File: config.mk
export PLATFORM = sky130hd
export DESIGN_NAME = uart_pkt_sched
export DESIGN_NICKNAME = d
export VERILOG_FILES = /design/src/rtl/uart_pkt_sched.sv
export SDC_FILE = /design/constraint.sdc
export NUM_CORES = 1
export LEC_CHECK = 0
export CAP_MARGIN = 25
export CELL_PAD_IN_SITES_DETAIL_PLACEMENT = 1
export CELL_PAD_IN_SITES_GLOBAL_PLACEMENT = 1
export CORE_ASPECT_RATIO = 1.2
export CORE_MARGIN = 2
export CORE_UTILIZATION = 25
export DETAILED_ROUTE_END_ITERATION = 7
export HOLD_SLACK_MARGIN = 0.1
export PLACE_DENSITY = 0.84
export RECOVER_POWER = 100
export SETUP_SLACK_MARGIN = 0.4
export SYNTH_ARGS = -nofsm -noshare
export SYNTH_HDL_FRONTEND = slang
export SYNTH_SLANG_ARGS = --single-unit
File: constraint.sdc
create_clock -name clk -period 2.77 [get_ports clk]
set_input_delay 0.4155 -clock clk [delete_from_list [all_inputs] [get_ports clk]]
set_output_delay 0.4155 -clock clk [all_outputs]
set_load 0.02 [all_outputs]
File: src/rtl/uart_pkt_sched.sv
// Round-robin packet scheduler in front of a shared uart_tx byte serializer.
// Frames each granted word as SYNC, channel index, data bytes (LSB first), XOR checksum.
module uart_pkt_sched #(
  parameter int         CHANNELS   = 12,
  parameter int         WORD_BYTES = 4,
  parameter logic [7:0] SYNC_BYTE  = 8'hA5,
  parameter int         TIMEOUT    = 64
) (
  input  logic                             clk,
  input  logic                             rst_n,
  input  logic [CHANNELS-1:0]              req,
  input  logic [CHANNELS*WORD_BYTES*8-1:0] data,
  output logic [CHANNELS-1:0]              ack,
  output logic                             busy,
  output logic                             pkt_done,
  output logic                             err,
  output logic [7:0]                       uart_din,
  output logic                             uart_tx_start,
  input  logic                             uart_tx_done
);
  localparam int WW   = WORD_BYTES * 8;
  localparam int BW   = (WORD_BYTES > 1) ? $clog2(WORD_BYTES) : 1;
  localparam int TW   = $clog2(TIMEOUT + 1);
  localparam int LAST = WORD_BYTES + 2;  // byte index of the checksum

  typedef enum logic [1:0] {IDLE, SEND, WAIT} state_t;

  state_t                           r_state, w_next;
  logic [7:0]                       r_last;   // last granted channel, also the index byte
  logic [7:0]                       r_chk;
  logic [4:0]                       r_bidx;   // index of the byte currently on uart_din
  logic [TW-1:0]                    r_timer;
  logic [WORD_BYTES-1:0][7:0]       r_word;

  logic                             w_hi_found, w_lo_found, w_found;
  logic [7:0]                       w_hi_win, w_lo_win, w_win;
  logic [CHANNELS-1:0]              w_ack;
  logic [WORD_BYTES-1:0][7:0]       w_wsel;
  logic [4:0]                       w_bm1;
  logic [7:0]                       w_nbyte;
  logic                             w_more, w_tmo;

  // Round-robin search: first requester above last grant, else first at/below it
  always_comb begin
    w_hi_found = 1'b0;
    w_hi_win   = 8'd0;
    w_lo_found = 1'b0;
    w_lo_win   = 8'd0;
    for (int i = CHANNELS - 1; i >= 0; i--) begin
      if (req[i] && (i > int'(r_last))) begin
        w_hi_found = 1'b1;
        w_hi_win   = 8'(i);
      end
      if (req[i] && (i <= int'(r_last))) begin
        w_lo_found = 1'b1;
        w_lo_win   = 8'(i);
      end
    end
    w_found = w_hi_found | w_lo_found;
    w_win   = w_hi_found ? w_hi_win : w_lo_win;
  end

  // Winner's one-hot ack and its word
  always_comb begin
    w_ack  = '0;
    w_wsel = '0;
    for (int i = 0; i < CHANNELS; i++) begin
      if (w_win == 8'(i)) begin
        w_ack[i] = 1'b1;
        w_wsel   = data[i*WW +: WW];
      end
    end
  end

  // Byte that follows the current one: index, data bytes, then checksum
  always_comb begin
    w_bm1   = r_bidx - 5'd1;
    w_nbyte = r_chk;
    if (r_bidx == 5'd0)
      w_nbyte = r_last;
    else if (int'(r_bidx) <= WORD_BYTES)
      w_nbyte = r_word[w_bm1[BW-1:0]];
    w_more = (r_bidx != 5'(LAST));
    w_tmo  = (int'(r_timer) + 1 == TIMEOUT);
  end

  // State register
  always_ff @(posedge clk or negedge rst_n) begin
    if (!rst_n) r_state <= IDLE;
    else        r_state <= w_next;
  end

  // Next state; a done with bytes remaining re-issues start on the same edge,
  // so the SEND step is folded in and WAIT is re-entered without a bubble
  always_comb begin
    w_next = r_state;
    case (r_state)
      IDLE:    if (w_found) w_next = SEND;
      SEND:    w_next = WAIT;
      WAIT: begin
        if (uart_tx_done) w_next = w_more ? WAIT : IDLE;
        else if (w_tmo)   w_next = IDLE;
      end
      default: w_next = IDLE;
    endcase
  end

  // Registered outputs and packet datapath
  always_ff @(posedge clk or negedge rst_n) begin
    if (!rst_n) begin
      ack           <= '0;
      busy          <= 1'b0;
      pkt_done      <= 1'b0;
      err           <= 1'b0;
      uart_din      <= 8'h00;
      uart_tx_start <= 1'b0;
      r_last        <= 8'(CHANNELS - 1);
      r_chk         <= 8'h00;
      r_bidx        <= 5'd0;
      r_timer       <= '0;
      r_word        <= '0;
    end else begin
      ack           <= '0;
      pkt_done      <= 1'b0;
      err           <= 1'b0;
      uart_tx_start <= 1'b0;
      case (r_state)
        IDLE: begin
          if (w_found) begin
            ack      <= w_ack;
            r_word   <= w_wsel;
            r_last   <= w_win;
            busy     <= 1'b1;
            uart_din <= SYNC_BYTE;
            r_chk    <= 8'h00;
            r_bidx   <= 5'd0;
          end
        end
        SEND: begin
          uart_tx_start <= 1'b1;
          r_timer       <= '0;
        end
        WAIT: begin
          if (uart_tx_done) begin
            if (w_more) begin
              uart_din      <= w_nbyte;
              uart_tx_start <= 1'b1;
              r_timer       <= '0;
              r_bidx        <= r_bidx + 5'd1;
              if (int'(r_bidx) <= WORD_BYTES) r_chk <= r_chk ^ w_nbyte;
            end else begin
              pkt_done <= 1'b1;
              busy     <= 1'b0;
            end
          end else if (w_tmo) begin
            err      <= 1'b1;
            busy     <= 1'b0;
            uart_din <= 8'h00;
          end else begin
            r_timer <= r_timer + 1'b1;
          end
        end
        default: ;
      endcase
    end
  end

endmodule
# [Word-level counts from Yosys, hierarchy flattened]
# Index checks and enable logic that the tools add are counted.
[word_totals] latchBits=0 input_bits=399 ramBits=0 romBits=0 out_inout_bits=24 register_bits=86 memories=0
[op_classes] n_shift=0 n_mux=114 n_addsub=4 bitwise_logic=2 div_mod_pow=0 reduce_logical=34 magnitude_cmp=24 multipliers=0 eq_ne=23
[op_table] op="$mux 32" n=12
[op_table] op="$mux 8" n=32
[op_table] op="$mux 1" n=47
[op_table] op="$eq 8x3->1 const B" n=4
[op_table] op="$eq 8x4->1 const B" n=4
[op_table] op="$gt 3x8->1 const A" n=4
[op_table] op="$gt 4x8->1 const A" n=4
[op_table] op="$le 3x8->1 const A" n=4
[op_table] op="$le 4x8->1 const A" n=4
[op_table] op="$pmux 8 s2" n=2
[op_table] op="$mux 12" n=2
[op_table] op="$logic_and 1x1->1" n=22
[op_table] op="$mux 7" n=3
[op_table] op="$bmux 8 s2" n=1
[op_table] op="$eq 8x2->1 const B" n=2
[op_table] op="$gt 2x8->1 const A" n=2
[op_table] op="$le 2x8->1 const A" n=2
[op_table] op="$mux 5" n=3
[op_table] op="$pmux 7 s2" n=1
[op_table] op="$mux 4" n=3
[op_table] op="$ne 3x3->1 const B" n=4
[op_table] op="$reduce_and 4->1" n=3
[op_table] op="$pmux 5 s2" n=1
[op_table] op="$add 7x1->8 const B" n=1
[op_table] op="other kinds (25)" n=34

# [Longest topological paths before layout]
# Gate-level depths: netlist of run 1.
[logic_depth] word_depth=28 mapped_depth=14 mapped_depth_nobuf=10

# [Least setup slack after synthesis of run 1]
# OpenSTA, ideal clock, no wires.
[synth_path] kind="reg2reg" from="register r_last[1]" to="register r_word[29] (netlist bit)" t_arrival_ps=2667 setup_time_ps=125 path_stages_with_launch=12 t_required_ps=2645 path_slack_ps=-22 synth_period_minus_slack_ps=2792 path_cell_list="dfstp_2 -> buf_4 -> o21ba_2 -> o21a_2 -> nor3_4 -> o2111ai_1 -> and3_4 -> buf_6 -> or3_1 -> a211o_1 -> o2111ai_1 -> o21ai_1"
[synth_between] elab_chain_len=28 elab_cells_between_ends=117 classes_between="order compare: 22; eq/ne: 11; mux: 59; bitwise: 1; reduce/logical: 24"
[synth_lines] item="start, declared" line="29" text="logic [7:0] r_last;"
[synth_lines] item="start signal, assigned" line="117" text="r_last <= 8'(CHANNELS - 1);"
[synth_lines] item="start signal, assigned" line="132" text="r_last <= w_win;"
[synth_lines] item="$le 4x8->1" line="54" text="if (req[i] && (i <= int'(r_last))) begin"
[synth_lines] item="$logic_and 1x1->1" line="54"
[synth_lines] item="$mux 4" line="54"
[synth_lines] item="$mux 8 (11 in a row)" line="54"
[synth_lines] item="$mux 8" line="60" text="w_win = w_hi_found ? w_hi_win : w_lo_win;"
[synth_lines] item="$logic_not 8->1" line="68" text="if (w_win == 8'(i)) begin"
[synth_lines] item="$mux 32 (12 in a row)" line="68"
[synth_lines] item="end signal, assigned" line="131" text="r_word <= w_wsel;"
[synth_lines] item="end, declared" line="33" text="logic [WORD_BYTES-1:0][7:0] r_word;"
# Several ways; a longest one is shown, not always the timed one.
# A chain may end at the register's enable or synchronous reset.

# [Worst setup path in the final report of run 1]
[layout_path] from="register r_last[3]" to="register r_word[20] (netlist bit)"
# The elaborated chain is that of the path after synthesis.

==> results of run 1 <==
[repair_timing]
| item | 4_1_cts | 5_1_grt |
|---|---|---|
| gates cloned | 3 | 13 |
| setup buffers | 28 | 55 |
| resized for setup | 159 | 245 |
| hold buffers | 1 | 0 |
| endpoints found under the setup margin | 75 | 77 |
| hold endpoints to repair | 33 | 0 |
| pin swaps | 34 | 77 |
[registers in the layout, summed over array words and instances (netlist names)]
| name | count |
|---|---|
| r_word | 32 |
| r_timer | 7 |
| uart_tx_start | 1 |
| busy | 1 |
| r_chk | 8 |
| err | 1 |
| r_last | 4 |
| ack | 12 |
| uart_din | 8 |
| pkt_done | 1 |
| r_bidx | 5 |
| r_state | 2 |
[cells by family (layout without fill, tap and decap cells)]
| family | after synthesis | count (layout) | synth area share (%) |
|---|---|---|---|
| other | 0 | 12 | 0 |
| AND/OR/NAND/NOR | 407 | 408 | 23.7 |
| adder cells (fa/ha/maj) | 11 | 11 | 1.56 |
| buffers and inverters | 117 | 745 | 7.22 |
| XOR/XNOR | 8 | 8 | 0.839 |
| flip-flops | 82 | 82 | 24.6 |
| multiplexers | 56 | 56 | 8.04 |
| AO/OA/AOI/OAI | 445 | 445 | 34.1 |
[per-stage QoR]
stage	TNS (ps)	util (%)	hold slack, ps	instance area [um2]
floorplan	0	-	120	8480
global route	-34650	53.1	526	17600
global placement	-36490	43.6	412	14400
CTS	-16390	47.7	510	15800
finish	-23810	53.2	500	17600
detailed placement	-41020	43.6	410	14400
[cell type report]
| class | instances | share of cell area [%] |
|---|---|---|
| Antenna cell | 12 | 0.171 |
| Clock buffer | 10 | 1.30 |
| Clock inverter | 6 | 0.278 |
| Inverter | 13 | 0.278 |
| Multi-Input combinational cell | 928 | 41.0 |
| Sequential cell | 82 | 11.7 |
| Tap cell | 450 | 3.20 |
| Timing Repair Buffer | 716 | 42.0 |
[power groups by stage]
stage	combinational (uW)	clock, uW	sequential (uW)
2_1_floorplan	9390	0	1980
3_3_place_gp	16300	0	2120
3_5_place_dp	16800	0	2130
4_1_cts	19300	1210	2080
5_1_grt	26200	1250	2130
6_report	25100	1210	2120
[final timing paths]
kind                              end  cells after the start  slack (ps)
setup / recovery           r_word[20]                     16        -700
hold / removal                   busy                      1         500
setup reg to reg           r_word[20]                     16        -700
hold reg to reg                  busy                      1         500
max in group asynchronous   r_last[2]                      3          90
min in group asynchronous      ack[1]                      2         720
[metal layers]
metal	part of all wire [%]	wire length, um
met3	6.2	3740
met4	6.1	3680
met1	38	22800
met2	50	29800
met5	0.022	13
[cell usage in the layout (no fill, tap or decap), types with 50 or more instances in the layout]
cell type and n:
a21oi_1 61, a21oi_2 50, buf_4 182, buf_6 59
clkdlybuf4s50_1 396, dfrtp_1 78, nand2_1 105, nand3_1 78
nor2_1 89, o21ai_0 79
==> flow_metrics.env, run 1 <==
export IMPL_netlist_area_mm2=0.00835
export IMPL_total_switching_power_uw=14400
export IMPL_clock_sinks=82
export IMPL_r2r_start="r_last[3]"
export IMPL_layout_setup_ws_ps=-699
export IMPL_cts_clock_pin_slew_for_the_worst_setup_and_hold_paths_ps=80
export IMPL_number_of_nets_with_antenna_violations_after_routing=0
export IMPL_area_sequential_mm2=0.00206
export IMPL_netlist_instances=1126
export IMPL_dieArea_mm2=0.0349
export IMPL_swShare_pct=50.5
export IMPL_overflow=0
export IMPL_dp_hpwl_um=41400
export IMPL_synth_fp_nets=1533
export IMPL_setup_violations_final=65
export IMPL_first_global_vias=12900
export IMPL_port_buffer_count=422
export IMPL_outcome="complete, but fails checks"
export IMPL_timing_critical_path_required_ps=3040
export IMPL_top_usage_layer="met2"
export IMPL_post_synth_most_frequent_cells="a21oi_1 (116), o21ai_0 (115), nand2_1 (111), nor2_1 (101), nand3_1 (86)"
export IMPL_crit_arrival_ps=3740
export IMPL_leakage_uw=0.00689
export IMPL_chipWidth_um=171
export IMPL_crit_path_start="r_last[3]"
export IMPL_synth_largest_area_cell="dfrtp_1"
export IMPL_wire_per_inst_um=27.0
export IMPL_irDropWorstVdd_v=0.000795
export IMPL_skew_ps=10.5
export IMPL_numCtsBuffers=9
export IMPL_grt_util_met3_pct=4.24
export IMPL_timing_critical_path_cells="buf_6, buf_6, or4_4, a21oi_4, o311ai_4, and3_4, nor2_4, buf_12, buf_12, buf_16, buf_4, clkbuf_16, nand2_1, a31oi_1, nor2_1, o31ai_2"
export IMPL_cellPowerDensity_mw_per_mm2=1620
export IMPL_cap_viol_max_count=0
export IMPL_grt_max_degree=50
export IMPL_hold_viol=0
export IMPL_drt_wl_total_um=59900
export IMPL_dpl_worst_slack_ps=-1050
export IMPL_critical_path_max_stage_delay_ps=500
export IMPL_synth_enable_flop_cells=0
export IMPL_synthToLayoutAreaGrowth_pct=110
export IMPL_starting_drt_drc_count=1028
export IMPL_grt_pass1_wl_um=78900
export IMPL_yosysMostFrequentCell="a21oi_1"
export IMPL_max_slew_margin_pct=7.48
export IMPL_finalCritPeriodShare_pct=125
export IMPL_violations_in_the_final_reports="negative setup slack"
export IMPL_cts_path_max_buffers=2
export IMPL_post_place_cells=2089
export IMPL_multi_input_comb_area_mm2=0.00720
export IMPL_final_cell_count_no_fill=2217
export IMPL_synth_area_per_cell_um2=7.42
export IMPL_critical_path_class="flip-flop to flip-flop"
export IMPL_power_total_uw=28500
export IMPL_floorplan_core_area_mm2=0.0331
export IMPL_cts_tree="done"
export IMPL_number_of_remaining_drc_errors=0
export IMPL_number_of_warning_messages_in_the_yosys_log=0
export IMPL_cpMaxStageDelayCell="dfstp_4"
export IMPL_synth_top_area_share_pct=23.7
export IMPL_die_height_um=204
export IMPL_power_report_internal_total_uw=14100
export IMPL_min_delay_start="busy"
export IMPL_use_met1_pct=36.9
export IMPL_met2_usage_pct=51.7
export IMPL_fmax_ghz=0.288
export IMPL_crit_family="simple AND/OR/NAND/NOR gates"
export IMPL_global_route_usage_total_pct=29.9
export IMPL_cp_end_kind="flip-flop"
export IMPL_hp_class="flip-flop to flip-flop"
export IMPL_p_seq_share_pct=7.5
export IMPL_fin_crit_period_ps=3470
export IMPL_ys_dominant_reg_cell="dfrtp_1"
export IMPL_ys_top_cells_by_area="dfrtp_1 (24%), a21oi_1 (7.0%), o21ai_0 (6.9%), nand3_1 (5.2%), nand2_1 (5.0%)"
export IMPL_detail_route_first_pass_iterations=8
export IMPL_antenna_violations_before_repair=12
export IMPL_distinct_cell_type_count_after_synthesis=78
export IMPL_routed_via_density=5.76
export IMPL_via_count=12800
export IMPL_path_max_fanout=7
export IMPL_clk_root_buffer_cell="clkbuf_16"
export IMPL_drive_above_1_share_pct=31.9
export IMPL_clock_tree_htree_level_count=3
export IMPL_synth_seq_cells=82
export IMPL_placement_rows=73
export IMPL_share_clk_of_total_power_pct=4.3
export IMPL_startpoint_type="flip-flop"
export IMPL_ios=423
export IMPL_sequential_area_share_after_synthesis_pct=24.6
export IMPL_asyncSetResetFlopFracSynth_pct=100
export IMPL_maxSlewViolCount=0
export IMPL_gp_congestion=0.929
export IMPL_final_net_count=2157
export IMPL_final_fill_count=3794
export IMPL_worstPathBufferInverterCount=7
export IMPL_worst_pin_slew_ps=1390
export IMPL_start_util_pct=25.3
export IMPL_power_combinational_fraction_pct=88.3
export IMPL_clkLatencyLatePin_ps=360
export IMPL_grt_setup_unrepaired="yes"
No activity file was read; power rests on OpenSTA's default activity.
==> run 2: changes to the inputs <==
--- a/config.mk
+++ b/config.mk
@@ -5,6 +5,7 @@
 export SDC_FILE = /design/constraint.sdc
 export NUM_CORES = 1
 export LEC_CHECK = 0
+export ABC_AREA = 0
 export CAP_MARGIN = 25
 export CELL_PAD_IN_SITES_DETAIL_PLACEMENT = 1
 export CELL_PAD_IN_SITES_GLOBAL_PLACEMENT = 1
@@ -15,7 +16,7 @@
 export HOLD_SLACK_MARGIN = 0.1
 export PLACE_DENSITY = 0.84
 export RECOVER_POWER = 100
-export SETUP_SLACK_MARGIN = 0.4
+export SETUP_SLACK_MARGIN = 0.5
 export SYNTH_ARGS = -nofsm -noshare
 export SYNTH_HDL_FRONTEND = slang
 export SYNTH_SLANG_ARGS = --single-unit
==> flow_metrics.env, run 2 (same netlist as run 1, synthesis figures left out) <==
export IMPL_outcome="complete, but fails checks"
export IMPL_violations_in_the_final_reports="negative setup slack"
export IMPL_final_cell_mix="clkdlybuf4s50_1 (394), buf_4 (172), nand2_1 (95)"
export IMPL_floorplan_core_area_mm2=0.0331
export IMPL_starting_drt_drc_count=1237
export IMPL_clock_tree_htree_level_count=3
export IMPL_cap_viol_max_count=0
export IMPL_synthToLayoutAreaGrowth_pct=115
export IMPL_post_place_cells=2083
export IMPL_hold_viol=0
export IMPL_fin_area_mm2=0.0180
export IMPL_overflow=0
export IMPL_port_buffer_count=422
export IMPL_setup_violations_final=65
export IMPL_die_height_um=204
export IMPL_hp_class="input port to async pin"
export IMPL_drive_above_1_share_pct=32.6
export IMPL_reg_top3="r_word (32), ack (12)"
export IMPL_first_global_vias=13700
export IMPL_startpoint_type="flip-flop"
export IMPL_final_cell_count_no_fill=2227
export IMPL_worst_r2r_cell_count=12
export IMPL_clock_sinks=82
export IMPL_cts_path_max_buffers=2
export IMPL_finalCritPeriodShare_pct=124
export IMPL_grt_max_degree=48
export IMPL_largest_reg_flops=32
export IMPL_ios=423
export IMPL_dp_hpwl_um=40500
export IMPL_final_core_util_pct=54.4
export IMPL_cellPowerDensity_mw_per_mm2=1640
export IMPL_critical_path_class="flip-flop to flip-flop"
export IMPL_dpl_instance_area_mm2=0.0144
export IMPL_placement_rows=73
export IMPL_cp_end_kind="flip-flop"
export IMPL_largest_register="r_word"
export IMPL_drt_wl_total_um=62500
export IMPL_grt_setup_unrepaired="yes"
export IMPL_irDropWorstVdd_v=0.000929
export IMPL_cts_hold_buffers_added=0
export IMPL_routed_via_density=5.91
export IMPL_final_net_count=2173
export IMPL_gp_congestion=0.913
export IMPL_cts_tree="done"
export IMPL_path_max_fanout=6
export IMPL_dieArea_mm2=0.0349
export IMPL_leakage_uw=0.00713
export IMPL_clkLatencyLatePin_ps=370
export IMPL_antenna_violations_before_repair=7
export IMPL_start_util_pct=25.3
export IMPL_wire_per_inst_um=28.1
export IMPL_final_fill_count=3754
export IMPL_max_slew_margin_pct=7.17
export IMPL_number_of_remaining_drc_errors=0
export IMPL_number_of_nets_with_antenna_violations_after_routing=0
export IMPL_layout_setup_ws_ps=-663
export IMPL_crit_arrival_ps=3640
export IMPL_dpl_worst_slack_ps=-1020
export IMPL_global_route_usage_total_pct=32.2
export IMPL_most_frequent_standard_cell_in_the_layout_excluding_fill_and_tap_cells="clkdlybuf4s50_1"
export IMPL_clk_root_buffer_cell="clkbuf_16"
export IMPL_fin_crit_period_ps=3430
export IMPL_timing_critical_path_required_ps=2980
export IMPL_worst_pin_slew_ps=1390
export IMPL_detail_route_first_pass_iterations=6
export IMPL_fmax_ghz=0.291
export IMPL_maxSlewViolCount=0
export IMPL_skew_ps=12.2
export IMPL_via_count=13200
export IMPL_chipWidth_um=171
export IMPL_numCtsBuffers=9
export IMPL_grt_pass1_wl_um=84900
export IMPL_cts_clock_pin_slew_for_the_worst_setup_and_hold_paths_ps=70
-- run 2: power by group --
| group | switching (uW) | total, uW | internal (uW) |
|---|---|---|---|
| clock network | 606 | 1270 | 664 |
| logic | 13900 | 26100 | 12200 |
| registers | 447 | 2120 | 1670 |
-- run 2: layer usage --
| metal | share of wire [%] | track usage, % | vias up |
|---|---|---|---|
| met5 | 0.037 | 0 | - |
| met4 | 6.1 | 15.4 | 4 |
| met3 | 7.3 | 5.33 | 244 |
| met2 | 49 | 55.1 | 831 |
| met1 | 37 | 39.2 | 6498 |
| li1 | - | - | 5574 |
-- run 2: final timing paths --
kind                       startpoint         end  slack (ps)
max reg2reg                 r_last[1]  r_word[23]        -660
min in group clk                 busy        busy         500
min                             rst_n      ack[4]         350
min reg2reg                      busy        busy         500
max                         r_last[1]  r_word[23]        -660
max in group asynchronous       rst_n  r_timer[0]         740
-- run 2: metrics by stage --
stage,total power (uW),TNS [ps],hold WS (ps)
3_5_place_dp,18800,-42390,476
6_report,29500,-26930,352
2_1_floorplan,11500,0,120
4_1_cts,25700,-18250,119
5_1_grt,30500,-31350,449
3_3_place_gp,18400,-39960,465
-- run 2: worst max-delay path, stage by stage (launching register included) --
cell	delay [ps]
dfstp_4	660
buf_6	140
o21ba_4	160
o21a_4	230
nor3_4	270
o2111ai_2	180
and3_4	270
buf_12	140
buf_12	140
nor3_4	200
o21ai_2	100
a222oi_1	640
a21oi_1	150
-- run 2: repair_timing --
item / 4_1_cts / 5_1_grt
buffers inserted: 77 / 21
pin swaps: 115 / 77
gates resized for setup: 298 / 141
setup endpoints to repair: 77 / 79
gates cloned: 19 / 5
-- run 2: final cells by class --
class / instances / area (um2) / share of cell area [%]
Inverter: 13 / 48.8 / 0.271
Multi-Input combinational cell: 928 / 7250 / 40.3
Tap cell: 450 / 563 / 3.13
Clock inverter: 4 / 36.3 / 0.202
Antenna cell: 7 / 17.5 / 0.0974
Sequential cell: 82 / 2060 / 11.5
Clock buffer: 11 / 253 / 1.41
Timing Repair Buffer: 732 / 7760 / 43.1
